--- config.mk ---
export PLATFORM = sky130hd
export DESIGN_NAME = pipe_skid_buffer_2d
export DESIGN_NICKNAME = d
export VERILOG_FILES = /design/src/rtl/pipe_skid_buffer_2d.sv
export SDC_FILE = /design/constraint.sdc
export NUM_CORES = 1
export LEC_CHECK = 0
export CAP_MARGIN = 20
export CORE_ASPECT_RATIO = 1.25
export CORE_MARGIN = 2
export CORE_UTILIZATION = 30
export CTS_CLUSTER_SIZE = 28
export DETAILED_ROUTE_END_ITERATION = 6
export PLACE_DENSITY = 0.53
export RECOVER_POWER = 25
export SLEW_MARGIN = 20
export SYNTH_ARGS = -nofsm -noshare
export SYNTH_HDL_FRONTEND = slang
export SYNTH_SLANG_ARGS = --single-unit
export TNS_END_PERCENT = 100
--- constraint.sdc ---
create_clock -name clk -period 2.6 [get_ports clk]
set_input_delay 0.39 -clock clk [delete_from_list [all_inputs] [get_ports clk]]
set_output_delay 0.39 -clock clk [all_outputs]
set_load 0.05 [all_outputs]
--- src/rtl/pipe_skid_buffer_2d.sv ---
// rtl/pipe_skid_buffer_2d.sv - two-entry elastic skid stage for array-word payloads
module pipe_skid_buffer_2d #(
    parameter int DATAW       = 4,
    parameter int ARRAY_DEPTH = 4
) (
    input  logic             clk,
    input  logic             reset,
    input  logic             in_valid,
    output logic             in_ready,
    input  logic [DATAW-1:0] in_data [ARRAY_DEPTH-1:0],
    output logic             out_valid,
    input  logic             out_ready,
    output logic [DATAW-1:0] out_data [ARRAY_DEPTH-1:0],
    output logic [1:0]       occupancy
);

    typedef enum logic [1:0] {
        EMPTY = 2'd0,
        BUSY  = 2'd1,
        FULL  = 2'd2
    } state_t;

    state_t           state;
    logic [DATAW-1:0] main_q [ARRAY_DEPTH-1:0];
    logic [DATAW-1:0] skid_q [ARRAY_DEPTH-1:0];
    logic             in_fire;
    logic             out_fire;

    // Handshake outputs come only from the state register (and reset), so
    // out_ready never reaches in_ready combinationally.
    always_comb begin
        in_ready  = (state == EMPTY || state == BUSY) && !reset;
        out_valid = (state == BUSY || state == FULL) && !reset;
        in_fire   = in_valid && in_ready;
        out_fire  = out_valid && out_ready;
        case (state)
            BUSY:    occupancy = 2'd1;
            FULL:    occupancy = 2'd2;
            default: occupancy = 2'd0;
        endcase
    end

    // Head word drives the output directly; the whole array moves as one word.
    assign out_data = main_q;

    // State and storage update; the skid entry only fills when the head stalls.
    always_ff @(posedge clk) begin
        if (reset) begin
            state <= EMPTY;
            for (int i = 0; i < ARRAY_DEPTH; i++) begin
                main_q[i] <= '0;
                skid_q[i] <= '0;
            end
        end else begin
            case (state)
                EMPTY: begin
                    if (in_fire) begin
                        main_q <= in_data;
                        state  <= BUSY;
                    end
                end
                BUSY: begin
                    if (in_fire && out_fire) begin
                        main_q <= in_data;
                    end else if (in_fire) begin
                        skid_q <= in_data;
                        state  <= FULL;
                    end else if (out_fire) begin
                        state <= EMPTY;
                    end
                end
                FULL: begin
                    if (out_fire) begin
                        main_q <= skid_q;
                        state  <= BUSY;
                    end
                end
                default: state <= EMPTY;
            endcase
        end
    end

endmodule

==> flow_metrics.tcl <==
set metrics [dict create \
    die_h_um 86.3 \
    post_cts_buffers 0 \
    finalWirelength_mm 3.83 \
    power_mw 2.42 \
    p_per_area_nw_per_um2 1110 \
    pwr-share-clk_pct 15.4 \
    period_minus_slack_ns 2.12 \
    cts-hold-fix-buffers 0 \
    syn_nets 201 \
    timing.rr.start "state[1]" \
    final_util_pct 40.8 \
    portBuffers 39 \
    cts.repair.resized 0 \
    cts_tree "yes" \
    grt_first_pass_wirelength_mm 6.08 \
    combPwrFrac_pct 54.6 \
    rsz0062_at_grt "no" \
    final_antenna_net_count 0 \
    cp_cell_sequence "inv_1, ha_1, clkdlybuf4s50_1" \
    synth_adder_area_share_pct 4.62 \
    min_from "skid_q[6]" \
    drt_iter0_drc 57 \
    skew_ns 0.00204 \
    slew_headroom_pct 66.4 \
    maxSlewViolCount 0 \
    worst_setup_path_end_kind "output port" \
    avgSynthCellArea_um2 9.29 \
    hold_violations 0 \
    setup_viol 0 \
    grt-ovfl-total 0 \
    ios 40 \
    critPathKind "reg2out" \
    synth_top_family_by_area "compound AO/OA/AOI/OAI gates" \
    grt_max_degree 36 \
    worstMarginPinSlew_ns 0.503 \
    cp_slowest_cell "clkdlybuf4s50_1" \
    tns_ns 0 \
    numCtsBuffers 5 \
    place.gp.congestion 0.735 \
    start_kind "register" \
    drive_gt1_share_pct 14.0 \
    min_path_cells 2 \
    drt_pass1_iterations 4 \
    clockBufferDepth 2 \
    synth_xor_area_share_pct 0 \
    final_cell_mix "nand2_1, dfxtp_1, a21oi_1" \
    dieArea_um2 6030 \
    cp.arrival_ns 1.73 \
    syn-cell-area_um2 1630 \
    hp-class "reg2reg" \
    synth-seq-cells 34 \
    clkLatencyLatePin_ns 0.28 \
    cts.sinks 34 \
    coreArea_um2 5330 \
    p_leak_nw 0.760 \
    track_usage_pct 12.9 \
    antenna_found_initial 0 \
    syn2layout_area_growth_pct 33.7 \
    num_vias 1363 \
    ff2ff_setup_slack_ns 0.64 \
    fin_nets 241 \
    synthMuxAreaShare_pct 10.5 \
    vias_per_cell 4.90 \
    switching_share_pct 44.9 \
    maxCapViolCount 0 \
    diodes 0 \
    intPower_mw 1.33 \
    rr_worst_depth 6 \
    hold_end "skid_q[6]" \
    ir_drop_v 0.000487 \
    drc 0 \
    dp_hpwl_mm 2.64 \
    yosysWarnings 0 \
    wl_per_cell_um 13.8 \
    p_switching_mw 1.09 \
    die_x_um 69.9 \
    synth_compound_area_share_pct 25.2 \
    fmax_ghz 0.472 \
    fin_crit_sh_pct 81.4 \
    clkSlewWorstSetupHoldPaths_ns 0.06 \
    cpPeakStageDelay_ns 0.79 \
    synthSimpleGateAreaFrac_pct 12.5 \
    synth_cells 175 \
    rows 30 \
    crit_path_max_fanout 5 \
    synth_cell_types 27 \
    seq_area_frac_synth_pct 41.8 \
    grt_pass1_vias 1266 \
    h-tree-depth 2 \
    cts_root_buf "clkbuf_8" \
    reg2reg_to "out_data[4]" \
    fillers 544 \
    p_seq_share_pct 30.1 \
    start_util_pct 30.5 \
    required_ns 2.21 \
    outcome "finished clean" \
]
## through the flow
stage	cells	area [um^2]	hold WS (ns)	worst slack, ns
2_1_floorplan	175	1630	0.436	0.654
3_3_place_gp	272	2090	0.440	0.538
3_5_place_dp	272	2090	0.446	0.536
4_1_cts	278	2170	0.455	0.463
5_1_grt	278	2170	0.468	0.396
6_report	278	2170	0.454	0.483
## synthesized netlist by cell type
| cell type | n | area (um^2) |
|---|---|---|
| dfxtp_1 | 34 | 681 |
| nand2_1 | 34 | 128 |
| a21oi_1 | 33 | 165 |
| mux2i_1 | 17 | 170 |
| a211oi_2 | 10 | 125 |
| a211oi_1 | 6 | 45.0 |
| buf_2 | 6 | 30.0 |
| ha_1 | 6 | 75.1 |
| clkbuf_1 | 4 | 15.0 |
| inv_1 | 3 | 11.3 |
| nor2_1 | 3 | 11.3 |
| buf_6 | 2 | 22.5 |
| nor2b_1 | 2 | 12.5 |
| o21ai_0 | 2 | 10.0 |
| a21oi_4 | 1 | 16.3 |
| a2bb2oi_4 | 1 | 26.3 |
| and2_4 | 1 | 8.76 |
| and2b_4 | 1 | 10.0 |
| and3_1 | 1 | 6.26 |
| buf_4 | 1 | 7.51 |
| nand2b_1 | 1 | 6.26 |
| nand3_1 | 1 | 5.00 |
| nand3b_1 | 1 | 7.51 |
| nand4b_1 | 1 | 8.76 |
| o211ai_1 | 1 | 7.51 |
| o221ai_1 | 1 | 8.76 |
| o22ai_1 | 1 | 6.26 |
## worst max path at each step
stage,start,to,cells after the start
2_1_floorplan,state[0],out_data[11],6
3_3_place_gp,reset,skid_q[0],6
3_5_place_dp,reset,skid_q[2],6
4_1_cts,state[1],occupancy[0],3
5_1_grt,state[1],occupancy[0],3
6_report,state[1],occupancy[0],3
## final cells by class
cell class	count	area, um^2	share of cell area (%)
clock buffer	6	82.6	3.80
inverter	3	11.3	0.518
multi-input combinational	125	860	39.5
sequential	34	681	31.3
tap	64	80.1	3.68
timing repair buffer	46	460	21.2
## sequential cells by signal, summed over array words and instances, names as in the netlist
register  count
skid_q       16
state         2
out_data     16
## kinds of logic after synthesis
family,count (synthesis)
buffers and inverters,16
flip-flops,34
multiplexers,17
adder cells (fa/ha/maj),6
AO/OA/AOI/OAI,56
AND/OR/NAND/NOR,46
## power groups by stage
| stage | Sequential (mW) | Combinational [mW] | Clock, mW |
|---|---|---|---|
| detailed placement | 0.742 | 1.35 | 0 |
| CTS | 0.734 | 1.35 | 0.389 |
| global placement | 0.747 | 1.34 | 0 |
| finish | 0.727 | 1.32 | 0.372 |
| global route | 0.745 | 1.40 | 0.411 |
| floorplan | 1.06 | 0.659 | 0 |
## worst max-delay path, delay by kind of cell (launching register included)
family     cells  cell delay, ns
fa+ha+maj      1            0.16
flops          1            0.35
buf+inv        2            0.93
## per-layer routing
metal  part of all wire [%]  track usage (%)  vias to the layer above
li1                       -                -                      695
met1                     47             15.1                      639
met2                     49             22.1                       24
met3                    2.7             3.60                        5
met4                    2.0             5.77                        0
met5                      0                0                        -
No activity file was read; power rests on OpenSTA's default activity.
==> variant, RTL diff (same settings) <==
The 3 states of `state_t` get a one-hot encoding in 3 bits.
--- a/src/rtl/pipe_skid_buffer_2d.sv
+++ b/src/rtl/pipe_skid_buffer_2d.sv
@@ -14,10 +14,10 @@
     output logic [1:0]       occupancy
 );
 
-    typedef enum logic [1:0] {
-        EMPTY = 2'd0,
-        BUSY  = 2'd1,
-        FULL  = 2'd2
+    typedef enum logic [2:0] {
+        EMPTY = 3'b001,
+        BUSY  = 3'b010,
+        FULL  = 3'b100
     } state_t;
 
     state_t           state;
Function: no difference found for any inputs over 10 cycles, from zero or initial values and one cycle with reset high; not proved beyond that.
==> variant against the original RTL <==
Non-clock buffer count decreased by 2. Die area increased by 1.4%. Area after synthesis increased by 1.5%. Design area decreased by 2.1%. First-iteration DRC count increased by 3.5%. Sequential cell count increased by 1. Cell count decreased by 1.1%. Setup slack got worse by 210 ps. Routed wire length decreased by 7.0%.
Power is not compared: it rests on default switching activity, and its combinational part moved more than twofold at a synthesized area within 25%.
==> variant: results <==
metrics = {
    "place": {
        "io_buffers": 39,
        "hpwl_mm": 2.38,
        "dpl.cell_count": 267,
        "detailedPlace.worstSlack_ps": 567,
        "routabilityCongestion": 0.712,
        "place_area_sq_mm": 0.00205,
    },
    "synth": {
        "synthCells": 171,
        "netlist_top_cells_count": "35 x dfxtp_1, 31 x nand2_1, 21 x nor2_1",
        "synthArstFlopShare_pct": 0,
        "synth_fp_nets": 191,
        "seq_area_frac_synth_pct": 42.5,
        "synthTopCellsByArea": "dfxtp_1 42%, a211oi_2 12%, mux2i_1 9.7%",
        "ys_types": 28,
    },
    "worst_setup_path": {
        "r2r_start": "state[0]",
        "r2r_slack_ps": 750,
        "cp_data_arrival_time_ps": 1940,
        "reg2regPathDepth": 5,
        "crit_path_max_fanout": 9,
        "criticalPathCategory": "flip-flop to output pin",
        "reg2reg_to": "out_data[0]",
    },
    "global_route": {
        "use_met2_pct": 20.0,
        "grt_pass1_vias": 1237,
        "grt_use_total_pct": 12.3,
        "met3_usage_pct": 3.24,
        "grt_max_degree": 30,
        "use_met1_pct": 15.2,
        "antenna_found_initial": 0,
        "grt_pass1_wl_mm": 5.85,
    },
    "min_path": {
        "min_to": "skid_q[8]",
        "min-delay-start": "skid_q[8]",
    },
    "pwr": {
        "ir_drop_uv": 258,
        "p_clk_mw": 0.431,
        "switching_share_pct": 29.3,
        "total_power_mw": 1.29,
        "leakage_nw": 0.703,
    },
    "routing": {
        "dr.pass1.iters": 4,
        "totalWireLength_mm": 3.56,
        "wl_met2_mm": 1.75,
        "dr_wl_met3_um": 128,
        "vias_per_cell": 4.70,
        "drt_first_iter_violations": 59,
        "m1WireLength_mm": 1.64,
        "num_vias": 1293,
    },
    "final_layout": {
        "drive_above_1_share_pct": 17.1,
        "nets": 230,
        "fillers": 553,
    },
    "outcome": {
        "outcome": "finished, final reports clean",
    },
    "sta": {
        "hold_violations": 0,
        "maxSlewHeadroom_pct": 44.2,
        "fin_skew_ps": 1.96,
        "hold_slack_ps": 456,
    },
    "cts": {
        "cts_resized": 0,
        "post_cts_buffers": 0,
    },
}
## variant: cell families after synthesis
family,Yosys count,synth area share (%)
AND/OR/NAND/NOR,66,20.7
AO/OA/AOI/OAI,38,19.1
flip-flops,35,42.5
multiplexers,16,9.70
buffers and inverters,14,6.97
XOR/XNOR,2,1.06
## variant: area by class of cell
class | count | area [sq um] | share of cell area [%]
clock buffers | 8 | 100 | 4.70
inverters | 2 | 7.51 | 0.353
multi-input cells | 122 | 820 | 38.5
flip-flops and latches | 35 | 701 | 32.9
well taps | 64 | 80.1 | 3.76
repair buffers | 44 | 420 | 19.8
## variant: worst max-delay path by stage
stage,start,to,slack (ps),depth (start not counted)
after floorplan,state[2],out_valid,250,4
after global placement,state[0],in_ready,600,3
after detailed placement,state[0],in_ready,570,3
after CTS,state[0],in_ready,250,3
after global routing,state[0],in_ready,110,3
final,state[0],in_ready,270,3
## variant: critical path, cell delays in order (launching register included)
cell and delay (ps):
dfxtp_1 580, xnor2_1 120, nor3_1 140, clkdlybuf4s50_1 820
